--- config.mk ---
export PLATFORM = sky130hd
export DESIGN_NAME = coin_change_dispenser
export DESIGN_NICKNAME = d
export VERILOG_FILES = /design/src/rtl/coin_change_dispenser.sv
export SDC_FILE = /design/constraint.sdc
export NUM_CORES = 1
export LEC_CHECK = 0
export BUFFER_PORTS_ARGS = -buffer_cell sky130_fd_sc_hd__buf_2
export CORE_MARGIN = 8
export CORE_UTILIZATION = 30
export CTS_BUF_LIST = sky130_fd_sc_hd__clkbuf_16
export DETAILED_ROUTE_END_ITERATION = 10
export GPL_TIMING_DRIVEN = 0
export PLACE_DENSITY = 0.51
export SYNTH_ARGS = -nofsm -noshare
export SYNTH_HDL_FRONTEND = slang
export SYNTH_SLANG_ARGS = --single-unit
--- constraint.sdc ---
create_clock -name clock -period 1.6 [get_ports clock]
set_input_delay 0.24 -clock clock [delete_from_list [all_inputs] [get_ports clock]]
set_output_delay 0.24 -clock clock [all_outputs]
set_load 0.01 [all_outputs]
--- src/rtl/coin_change_dispenser.sv ---
// Greedy change dispenser (5/3/1 units): first offer two edges after start; one coin per coinAck rise.
// Outputs come from flops only; an offer waits indefinitely for coinAck, a held coinAck counts as one coin.
module coin_change_dispenser (
    input  logic       clock,
    input  logic       reset,
    input  logic       start,
    input  logic [3:0] amount,
    input  logic       coinAck,
    output logic [1:0] CoinValue,
    output logic       coinValid,
    output logic       busy,
    output logic       done,
    output logic [2:0] coinCount
);

    typedef enum logic [2:0] {
        ST_IDLE    = 3'd0,
        ST_SELECT  = 3'd1,
        ST_OFFER   = 3'd2,
        ST_RELEASE = 3'd3,
        ST_DONE    = 3'd4
    } state_t;

    state_t     state_q, state_d;
    logic [3:0] remaining_q, remaining_d;
    logic [2:0] count_q, count_d;
    logic [1:0] coin_q, coin_d;
    logic       valid_q, valid_d;
    logic       busy_q, busy_d;
    logic       done_q, done_d;

    logic [1:0] pick_code;
    logic [3:0] coin_units;

    // Largest coin that still fits, so remaining can never underflow.
    always_comb begin
        pick_code = 2'b00;
        if (remaining_q >= 4'd5) begin
            pick_code = 2'b11;
        end else if (remaining_q >= 4'd3) begin
            pick_code = 2'b10;
        end else if (remaining_q >= 4'd1) begin
            pick_code = 2'b01;
        end
    end

    always_comb begin
        coin_units = 4'd0;
        case (coin_q)
            2'b01:   coin_units = 4'd1;
            2'b10:   coin_units = 4'd3;
            2'b11:   coin_units = 4'd5;
            default: coin_units = 4'd0;
        endcase
    end

    always_comb begin
        state_d     = state_q;
        remaining_d = remaining_q;
        count_d     = count_q;
        case (state_q)
            ST_IDLE: begin
                if (start) begin
                    remaining_d = amount;
                    count_d     = 3'd0;
                    state_d     = (amount != 4'd0) ? ST_SELECT : ST_DONE;
                end
            end
            ST_SELECT: begin
                state_d = (remaining_q != 4'd0) ? ST_OFFER : ST_DONE;
            end
            ST_OFFER: begin
                if (coinAck) begin
                    remaining_d = remaining_q - coin_units;
                    count_d     = count_q + 3'd1;
                    state_d     = ST_RELEASE;
                end
            end
            ST_RELEASE: begin
                if (!coinAck) begin
                    state_d = ST_SELECT;
                end
            end
            ST_DONE: begin
                state_d = ST_IDLE;
            end
            default: begin
                state_d = ST_IDLE;
            end
        endcase
    end

    // Output flops are loaded from the next state so they line up with state_q.
    always_comb begin
        coin_d  = 2'b00;
        valid_d = (state_d == ST_OFFER);
        busy_d  = (state_d != ST_IDLE);
        done_d  = (state_d == ST_DONE);
        if (state_d == ST_OFFER) begin
            coin_d = (state_q == ST_OFFER) ? coin_q : pick_code;
        end
    end

    always_ff @(posedge clock or posedge reset) begin
        if (reset) begin
            state_q     <= ST_IDLE;
            remaining_q <= 4'd0;
            count_q     <= 3'd0;
            coin_q      <= 2'b00;
            valid_q     <= 1'b0;
            busy_q      <= 1'b0;
            done_q      <= 1'b0;
        end else begin
            state_q     <= state_d;
            remaining_q <= remaining_d;
            count_q     <= count_d;
            coin_q      <= coin_d;
            valid_q     <= valid_d;
            busy_q      <= busy_d;
            done_q      <= done_d;
        end
    end

    assign CoinValue = coin_q;
    assign coinValid = valid_q;
    assign busy      = busy_q;
    assign done      = done_q;
    assign coinCount = count_q;

endmodule

==> summary.md <==
| Metric | Value |
|---|---|
| H-Tree Depth | `1` |
| Top-level I/O count | `16` |
| Die span in x | `68.6 um` |
| FF-to-FF setup slack | `-0.14 ns` |
| Setup crit start kind | `register` |
| Synth Instances | `86` |
| #FFs+latches synth | `15` |
| Peak supply drop | `a little over 1000 uV` |
| Initial DRC Count | `9` |
| CP Capture Type | `register` |
| Crit path time final | `~1.7 ns` |
| Yosys warning count | `0` |
| FFs w/ async S/R, synth | `1.00` |
| Max clock buf depth | `2` |
| Mapped Nets | `between 90 and 100` |
| First-pass GRT wire length | `between 3000 and 4000 um` |
| Sequential share of the synthesized area | `0.452` |
| Die height | `just under 70 um` |
| Final core occ | `0.416` |
| Largest net degree at the start of global routing | `16` |
| Fin crit share | `1.08` |
| Clock Skew | `0.00365 ns` |
| Min Hold Slack | `about 0.053 ns` |
| Pre-antenna DRT Iters | `4` |
| Initial Utilization | `0.309` |
| Clock Sink Count | `15` |
| Final setup vio count | `4` |
| Worst Setup SP | `CoinValue[0]` |
| GR Util All Layers | `0.0864` |
| Grt total ovfl | `0` |
| Clock Latency Late Sink | `around 0.24 ns` |
| Routed WL | `between 1500 and 2000 um` |
| Synth area leaders | `dfrtp_1 (45%), ha_1 (6.0%), nor2_1 (4.5%)` |
| Failing checks | `negative setup slack` |
| Critical Path AT | `1.86 ns` |
| Worst-path clk slew | `0.05 ns` |
| Synth top area share | `0.452` |
| Post-synth top area cell | `dfrtp_1` |
| Layout cell share with drive strength beyond 1 | `0.351` |
| Std-Cell Rows | `19` |
| CTS root buf | `clkbuf_16` |
| Hold-fix buffers, CTS | `0` |
| Ys flop type | `dfrtp_1` |
| Initial antenna violation count | `0` |
| Most common library cells after synthesis | `dfrtp_1 (15), nor2_1 (10), nand2_1 (8)` |
| Count leader, synth | `dfrtp_1` |
| Mapped cell area | `just over 800 sq um` |
| # Max-Cap Violations | `0` |
| RR Startpoint | `CoinValue[0]` |
| Max-slew headroom | `0.613` |
| Syn_area_per_cell | `just under 10 sq um` |
| Maximum fanout along the worst path | `4` |
| Hpwl dp | `~1400 um` |
| Filler Cell Count | `between 200 and 300` |
| Routed via count | `700` |
| Worst Tran Pin Value | `a little under 0.6 ns` |
| Final net count | `125` |
| Core Box Area | `2690 sq um` |
| Setup TNS | `-0.341 ns` |
| CTS Buf Count | `3` |
| Inserted Diodes | `0` |
| Routed Antenna Nets | `0` |
| Crit-path max cell delay | `0.52 ns` |
| P_leak | `0.533 nW` |
| Power Total | `around 2.3 mW` |
| CP cell instances | `or2_4 -> ha_4 -> fa_2 -> nor2_1 -> a211oi_1 -> a21oi_1` |
| Vias in the first global route | `760` |
| Worst Path Class, Setup | `register to register` |
| RePlAce Congestion | `0.736` |
| Pwr/cell area | `roughly 2100 nW/um^2` |
| DP Worst Slack | `-0.179 ns` |
| Hold WC Path Type | `input pin to async pin` |
| Max stage delay cell, worst path | `fa_2` |
| DIE AREA | `around 4700 sq um` |
| Synth-to-layout area growth | `34.5%` |
| RSZ-0062 raised after global routing | `yes` |
| Final hold vios | `0` |
| Slack of the critical path | `-0.135 ns` |
| Number of enable flip-flop cells after synthesis | `0` |
| Outcome | `complete, but fails checks` |
| Synth unique cells | `30` |
| Number of remaining DRC errors | `0` |
| Number of port buffers | `15` |
| Fmax achieved | `around 0.58 GHz` |
| Routed len/inst | `13.4 um` |
| Worst Path Required | `1.72 ns` |
| Slew Viols, Final | `0` |
| CTS tree | `built` |
| Avg Vias per Cell | `a little under 5` |
[layout by cell type, fill, tap and decap left out, drive strengths merged, types with 2 or more instances in the layout]
| cell type | instances |
|---|---|
| inv | 7 |
| buf | 21 |
| a21o | 3 |
| a21oi | 5 |
| nor4b | 2 |
| nor2 | 10 |
| o21ai | 6 |
| a211oi | 2 |
| clkbuf | 6 |
| nand2 | 8 |
| or3 | 2 |
| o22a | 2 |
| nor3b | 4 |
| nand2b | 2 |
| ha | 4 |
| a2111oi | 2 |
| xor2 | 2 |
| dfrtp | 15 |
[metrics by stage]
stage | cells | instance area (sq um)
after floorplan | 86 | 846
after global placement | 132 | 960
after detailed placement | 132 | 960
after CTS | 141 | 1100
after global routing | 142 | 1120
final | 142 | 1120
[per-layer routing]
layer | routed length [um] | part of all wire | track usage | vias up
li1 | - | - | - | 355
met4 | 0 | 0 | 0.0230 | 0
met3 | 88 | 0.046 | 0.0275 | 0
met2 | 951 | 0.50 | 0.150 | 8
met5 | 0 | 0 | 0 | -
met1 | 864 | 0.45 | 0.100 | 337
[power by group]
group,leakage (nW),switching [mW],internal [mW]
Clock,0.0423,0.143,0.330
Sequential,0.187,0.150,0.534
Combinational,0.304,0.584,0.583
Total,0.533,0.878,1.45
[worst max-delay path, delay by kind of cell, from the launching register on]
family / cells / cell delay [ns]
fa+ha+maj: 2 / 0.68
flops: 1 / 0.41
simple gates: 2 / 0.29
compound gates: 2 / 0.24
[flip-flops by register name, summed over array words and instances (netlist names)]
name         flops
state_q          3
coinCount        3
coinValid        1
remaining_q      4
done             1
busy             1
CoinValue        2
[final cells by class]
type | count | area, sq um | share of cell area
multi-input cells | 62 | 464 | 0.415
flip-flops and latches | 15 | 377 | 0.337
repair buffers | 21 | 120 | 0.108
clock buffers | 3 | 75.1 | 0.0672
well taps | 31 | 38.8 | 0.0347
inverters | 6 | 22.5 | 0.0202
plain buffers | 3 | 16.3 | 0.0146
clock inverters | 1 | 3.75 | 0.00336
[kinds of logic (layout without fill, tap and decap cells)]
family / after synthesis / count (layout) / share of synthesized area
compound gates: 21 / 21 / 0.176
xor+xnor: 2 / 2 / 0.0211
fa+ha+maj: 5 / 5 / 0.0843
buf+inv: 9 / 34 / 0.0422
flops: 15 / 15 / 0.452
simple gates: 34 / 34 / 0.224
[worst paths after layout]
kind / to / cells after the start
hold / removal: remaining_q[3] / 2
setup / recovery: remaining_q[1] / 6
setup reg to reg: remaining_q[1] / 6
hold reg to reg: coinCount[0] / 1
max in group asynchronous: state_q[1] / 2
min in group clock: coinCount[0] / 3
[repair_timing]
action,4_1_cts,5_1_grt
pin swaps,4,1
resized for setup,7,3
buffers inserted,5,1
endpoints found under the setup margin,7,5
(Power assumes the default switching activity.)
